**src/rtl/decimal_entry_pkg.sv**
```systemverilog
// rtl/decimal_entry_pkg.sv - shared types and constants for the decimal entry block
package decimal_entry_pkg;

   localparam int VALUE_W    = 28;
   localparam int MAX_DIGITS = 8;
   localparam int COUNT_W    = 4;

   typedef enum logic [1:0] {
      ST_IDLE  = 2'd0,
      ST_ENTRY = 2'd1,
      ST_READY = 2'd2
   } state_t;

   // value*10 + d built from shifts so no multiplier is inferred
   function automatic logic [VALUE_W-1:0] times10_plus(input logic [VALUE_W-1:0] v,
                                                       input logic [3:0]         d);
      logic [VALUE_W-1:0] d_ext;
      d_ext = {{(VALUE_W-4){1'b0}}, d};
      return (v << 3) + (v << 1) + d_ext;
   endfunction

endpackage

```
**src/rtl/key_debounce.sv**
```systemverilog
// rtl/key_debounce.sv - synchronizer, debouncer and press-edge detector for one active-low key
module key_debounce #(
   parameter int DEBOUNCE_CYCLES = 500000
) (
   input  logic clock,
   input  logic resetn,
   input  logic key_n,
   output logic press
);

   localparam int CNT_W = (DEBOUNCE_CYCLES < 2) ? 1 : $clog2(DEBOUNCE_CYCLES + 1);
   localparam logic [CNT_W-1:0] CNT_LAST = CNT_W'(DEBOUNCE_CYCLES - 1);

   logic [1:0]       sync_q;
   logic             level;
   logic [CNT_W-1:0] cnt;

   // Two-flop synchronizer; idles released (high) so reset release makes no edge
   always_ff @(posedge clock or negedge resetn) begin
      if (!resetn) begin
         sync_q <= 2'b11;
      end else begin
         sync_q <= {sync_q[0], key_n};
      end
   end

   // Flip the stable level after DEBOUNCE_CYCLES consecutive differing samples; pulse on the falling flip
   always_ff @(posedge clock or negedge resetn) begin
      if (!resetn) begin
         level <= 1'b1;
         cnt   <= '0;
         press <= 1'b0;
      end else begin
         press <= 1'b0;
         if (sync_q[1] == level) begin
            cnt <= '0;
         end else if (cnt == CNT_LAST) begin
            level <= sync_q[1];
            cnt   <= '0;
            press <= ~sync_q[1];
         end else begin
            cnt <= cnt + 1'b1;
         end
      end
   end

endmodule

```
**src/rtl/decimal_entry.sv**
```systemverilog
// rtl/decimal_entry.sv - debounced keypad decimal number entry with CPU handshake
module decimal_entry
   import decimal_entry_pkg::*;
#(
   parameter int DEBOUNCE_CYCLES = 500000
) (
   input  logic               clock,
   input  logic               resetn,
   input  logic [3:0]         digit_sw,
   input  logic               key_digit_n,
   input  logic               key_enter_n,
   input  logic               key_clear_n,
   output logic [VALUE_W-1:0] value,
   output logic [COUNT_W-1:0] digit_count,
   output logic               in_valid,
   input  logic               in_ack,
   output logic               entry_err
);

   logic ev_digit, ev_enter, ev_clear;

   state_t             state, state_n;
   logic [VALUE_W-1:0] value_n;
   logic [COUNT_W-1:0] count_n;
   logic               err_n;

   key_debounce #(.DEBOUNCE_CYCLES(DEBOUNCE_CYCLES)) u_key_digit (
      .clock (clock), .resetn(resetn), .key_n(key_digit_n), .press(ev_digit)
   );
   key_debounce #(.DEBOUNCE_CYCLES(DEBOUNCE_CYCLES)) u_key_enter (
      .clock (clock), .resetn(resetn), .key_n(key_enter_n), .press(ev_enter)
   );
   key_debounce #(.DEBOUNCE_CYCLES(DEBOUNCE_CYCLES)) u_key_clear (
      .clock (clock), .resetn(resetn), .key_n(key_clear_n), .press(ev_clear)
   );

   // State, value, count and error pulse registers
   always_ff @(posedge clock or negedge resetn) begin
      if (!resetn) begin
         state       <= ST_IDLE;
         value       <= '0;
         digit_count <= '0;
         entry_err   <= 1'b0;
      end else begin
         state       <= state_n;
         value       <= value_n;
         digit_count <= count_n;
         entry_err   <= err_n;
      end
   end

   // Event handling with priority clear > ack > enter > digit; READY freezes entry
   always_comb begin
      state_n = state;
      value_n = value;
      count_n = digit_count;
      err_n   = 1'b0;
      if (ev_clear) begin
         state_n = ST_IDLE;
         value_n = '0;
         count_n = '0;
      end else if (in_ack && state == ST_READY) begin
         state_n = ST_IDLE;
         count_n = '0;
      end else if (ev_enter && state != ST_READY) begin
         state_n = ST_READY;
         // IDLE still shows the previous committed value; an empty entry commits zero
         if (state == ST_IDLE) begin
            value_n = '0;
         end
      end else if (ev_digit && state != ST_READY) begin
         if (digit_sw > 4'd9 || digit_count == COUNT_W'(MAX_DIGITS)) begin
            err_n = 1'b1;
         end else begin
            state_n = ST_ENTRY;
            count_n = digit_count + 1'b1;
            if (state == ST_IDLE) begin
               value_n = {{(VALUE_W-4){1'b0}}, digit_sw};
            end else begin
               value_n = times10_plus(value, digit_sw);
            end
         end
      end
   end

   assign in_valid = (state == ST_READY);

endmodule

```
**config.mk**
```make
export PLATFORM = sky130hd
export DESIGN_NAME = decimal_entry
export DESIGN_NICKNAME = d
export VERILOG_FILES = /design/src/rtl/decimal_entry_pkg.sv /design/src/rtl/key_debounce.sv /design/src/rtl/decimal_entry.sv
export SDC_FILE = /design/constraint.sdc
export NUM_CORES = 1
export LEC_CHECK = 0
export BUFFER_PORTS_ARGS = -buffer_cell sky130_fd_sc_hd__buf_2
export CORE_MARGIN = 8
export CORE_UTILIZATION = 25
export DETAILED_ROUTE_END_ITERATION = 8
export GPL_TIMING_DRIVEN = 0
export PLACE_DENSITY = 0.4
export SLEW_MARGIN = 5
export SYNTH_ARGS = -nofsm -noshare
export SYNTH_HDL_FRONTEND = slang
export SYNTH_HIERARCHICAL = 1
export SYNTH_SLANG_ARGS = --single-unit
```
**constraint.sdc**
```tcl
create_clock -name clock -period 3 [get_ports clock]
set_input_delay 0.3 -clock clock [delete_from_list [all_inputs] [get_ports clock]]
set_output_delay 0.3 -clock clock [all_outputs]
set_load 0.01 [all_outputs]
```
==> impl_metrics.py <==
metrics = {
    "worst_setup_path": {
        "cp.arrival_ns": 3.13,
        "cp_max_fo": 3,
        "cp_slowest_stage_delay_ns": 0.54,
        "crit_path_end_kind": "flop",
        "path_cells": "inv_2 -> fa_1 -> inv_2 -> fa_2 -> a21o_1 -> a221oi_4 -> buf_6 -> o31ai_4 -> a21oi_4 -> o41ai_4 -> xnor2_1 -> o21ai_1",
        "critPathLaunchType": "flop",
        "worst-path-buf-inv": 3,
        "critPathMostFrequentCell": "inv_2",
        "critPathKind": "reg2reg",
        "slowest_stage": "fa_1",
        "path_delay_family": "compound AO/OA/AOI/OAI gates",
        "crit_required_ns": 3.24,
    },
    "grt": {
        "grt_use_met1": 0.140,
        "antenna_found_initial": 0,
        "grtUsageMet2": 0.169,
        "grt_max_degree": 64,
        "grt_first_pass_wirelength_mm": 26.9,
        "gr-usage-met3": 0.0224,
        "busiest_layer": "met2",
        "grt.overflow.total": 0,
        "grt_usage": 0.105,
        "grt_pass1_vias": 5122,
    },
    "sta": {
        "rsz0062_at_grt": "yes",
        "tns_ns": 0,
        "worst_pin_slew_ns": 1.28,
        "hold_viol_final": 0,
        "max_slew_margin": 0.137,
        "slew_violations": 0,
        "max_clock_freq_mhz": 347,
        "min_period_over_period": 0.962,
        "setup_violations": 0,
        "finClkSkew_ns": 0.00937,
        "fin_crit_ns": 2.89,
    },
    "hold_path": {
        "hp-class": "in2reg",
    },
    "layout": {
        "diodes": 0,
        "syn_to_final_growth_pct": 18.2,
        "fin_util": 0.302,
        "nNetsFinal": 805,
        "final_area_um2": 7620,
        "stdcell_count": 1073,
        "drive_gt1_frac": 0.172,
    },
    "die": {
        "pin_count": 44,
        "fp.dieH_um": 177,
        "dieArea_um2": 31200,
        "core-area_um2": 25300,
        "num_rows": 58,
        "dieWidth_um": 177,
        "start_util": 0.255,
    },
    "placed_design": {
        "place_congestion": 0.841,
        "place_area_um2": 7120,
        "dp.cells": 1044,
        "hpwlAfterDp_mm": 12.1,
        "numPortBuffers": 43,
    },
    "synthesis": {
        "synth_area_um2": 6450,
        "yosys_warnings": 6,
        "synthCells": 670,
        "synth_ff_type": "dfrtp_1",
        "yosysSeqAreaShare": 0.405,
        "ys_types": 62,
        "synth_top_area_cell": "dfrtp_1",
        "synth_top_area_frac": 0.369,
        "synth_enable_flop_cells": 0,
        "synth_area_leaders": "dfrtp_1 (37%), ha_1 (11%), xnor2_1 (7.1%), nand2_1 (4.2%), nor2_1 (4.1%)",
        "async_reset_ff_frac": 1.00,
        "ys_ff_latch": 104,
        "avgSynthCellArea_um2": 9.62,
        "syn_nets": 737,
    },
    "route": {
        "drtAntennaViolNets": 0,
        "detail_route.vias_per_cell": 4.75,
        "wl_per_cell_um": 15.1,
        "drtIter0Drc": 201,
        "dr.pass1.iters": 6,
        "drcViolationCount": 0,
        "wl_mm": 16.2,
        "dr_total_vias": 5101,
    },
    "power_and_ir_drop": {
        "pwr-share-comb": 0.033,
        "power.internal_mw": 2.12,
        "swShare": 0.244,
        "power.ir.vdd_worst_mv": 0.243,
        "seqPwrFrac": 0.510,
        "p_per_area_nw_per_um2": 368,
        "p_switching_uw": 684,
        "p_leak_nw": 3.46,
        "clockPowerShare": 0.458,
    },
    "clocking": {
        "cts_num_sinks": 104,
        "numCtsBuffers": 9,
        "cts_tree": "done",
        "cts-htree-levels": 3,
        "clock_path_buffers": 2,
        "insertion_delay_ns": 0.36,
        "clkTransAtPathRegs_ns": 0.08,
        "cts-root-buf": "clkbuf_16",
    },
    "status": {
        "status": "complete, no violations",
    },
    "run": {
        "max_cap_viol_count": 0,
    },
}
-- path summary, 6_finish.rpt --
path | startpoint | to | slack [ns] | depth (start not counted)
setup / recovery | value[0]$_DFFE_PN0P_ | value[24]$_DFFE_PN0P_ | 0.11 | 12
hold / removal | key_enter_n | u_key_enter/sync_q[0]$_DFF_PN1_ | 0.03 | 1
setup reg to reg | value[0]$_DFFE_PN0P_ | value[24]$_DFFE_PN0P_ | 0.11 | 12
hold reg to reg | u_key_enter/sync_q[0]$_DFF_PN1_ | u_key_enter/sync_q[1]$_DFF_PN1_ | 0.36 | 0
max in group asynchronous | resetn | u_key_digit/sync_q[1]$_DFF_PN1_ | 1.86 | 3
min in group asynchronous | resetn | value[20]$_DFFE_PN0P_ | 0.42 | 2
-- what timing repair did --
item                       in CTS  in global routing
hold buffers                    1                  0
setup endpoints to repair       8                 11
hold endpoints to repair       38                  0
setup buffers                   3                  9
pin swaps                       5                 16
resized for setup               3                 11
-- through the flow --
| step | power (mW) | hold WS (ns) | setup WS, ns |
|---|---|---|---|
| final | 2.81 | 0.0346 | 0.114 |
| after global routing | 2.95 | 0.00385 | -0.00568 |
| after CTS | 2.88 | 0.0112 | 0.0269 |
| after detailed placement | 1.55 | 0.250 | -0.150 |
| after global placement | 1.55 | 0.346 | -0.155 |
| after floorplan | 1.49 | 0.00441 | 0.0527 |
-- routing by layer --
| layer | vias to the layer above | wire length (um) | share of wire |
|---|---|---|---|
| met4 | 0 | 223 | 0.014 |
| met1 | 2478 | 7980 | 0.49 |
| met2 | 63 | 7460 | 0.46 |
| met5 | - | 0 | 0 |
| li1 | 2548 | - | - |
| met3 | 12 | 503 | 0.031 |
-- Yosys cell counts (3+ instances only) --
cell type	count
nand2_1	72
mux2_2	3
mux2i_1	4
o21a_1	4
a311oi_1	3
o21ai_0	31
or4_4	3
xor2_1	20
nor4_1	10
clkbuf_1	5
o211ai_1	3
nor3b_1	3
nor4b_1	6
dfrtp_1	95
a31oi_1	4
and3_1	6
nor2_1	71
clkbuf_2	3
buf_2	4
a31o_2	3
nand4_1	30
or3_1	4
o21ai_1	11
o31ai_4	4
a21oi_1	20
dfstp_2	9
a21oi_2	4
buf_1	3
a21o_1	12
nand4_2	3
inv_1	21
ha_1	55
and4_1	4
xnor2_1	52
and2_1	7
nor3_1	20
nand3_1	24
o31ai_1	3
-- power by group through the flow --
| stage | combinational, mW | clock, mW | sequential [mW] |
|---|---|---|---|
| after global routing | 0.108 | 1.41 | 1.43 |
| after floorplan | 0.0389 | 0 | 1.46 |
| after CTS | 0.0962 | 1.35 | 1.43 |
| final | 0.0914 | 1.28 | 1.43 |
| after detailed placement | 0.0941 | 0 | 1.46 |
| after global placement | 0.0875 | 0 | 1.46 |
-- cell usage in the layout (no fill, tap or decap), types with 11 or more instances in the layout --
master / netlist / routed
a21o_1: 12 / 12
a21oi_1: 20 / 20
buf_2: 4 / 46
buf_4: 0 / 11
dfrtp_1: 95 / 95
ha_1: 55 / 55
inv_1: 21 / 19
nand2_1: 72 / 72
nand3_1: 24 / 24
nand4_1: 30 / 30
nor2_1: 71 / 71
nor3_1: 20 / 20
o21ai_0: 31 / 31
xnor2_1: 52 / 52
xor2_1: 20 / 19
-- final cells by class --
class	instances	area [um2]
multi-input cells	528	3750
plain buffers	17	90.1
flip-flops and latches	104	2610
inverters	21	78.8
well taps	330	413
repair buffers	57	353
clock buffers	9	225
clock inverters	7	98.8
fillers	2661	17600
-- worst register-to-register path, stage by stage (launching register included) --
cell and delay (ns):
dfrtp_1 0.36, inv_2 0.04, fa_1 0.54, inv_2 0.05, fa_2 0.37, a21o_1 0.23
a221oi_4 0.28, buf_6 0.15, o31ai_4 0.07, a21oi_4 0.23, o41ai_4 0.09, xnor2_1 0.26
o21ai_1 0.11
-- flip-flops by register name, indices dropped and copies added (netlist names) --
name,flops
u_key_enter/cnt,19
u_key_clear/press,1
entry_err,1
u_key_clear/cnt,19
u_key_clear/level,1
u_key_digit/sync_q,2
u_key_digit/press,1
state,2
u_key_digit/level,1
u_key_digit/cnt,19
value,28
digit_count,4
u_key_clear/sync_q,2
u_key_enter/level,1
u_key_enter/press,1
u_key_enter/sync_q,2
-- cell families (layout without fill, tap and decap cells) --
family	count (synthesis)	count (layout)	share of synthesized area
and+or+nand+nor	269	269	0.207
AOI/OAI and AO/OA	123	123	0.139
DFF	104	104	0.405
xor gates and xnor gates	72	72	0.0978
adders and majority gates	57	57	0.113
buffers and inverters	38	111	0.0262
muxes	7	7	0.0115
Power figures use the tool's default switching activity.
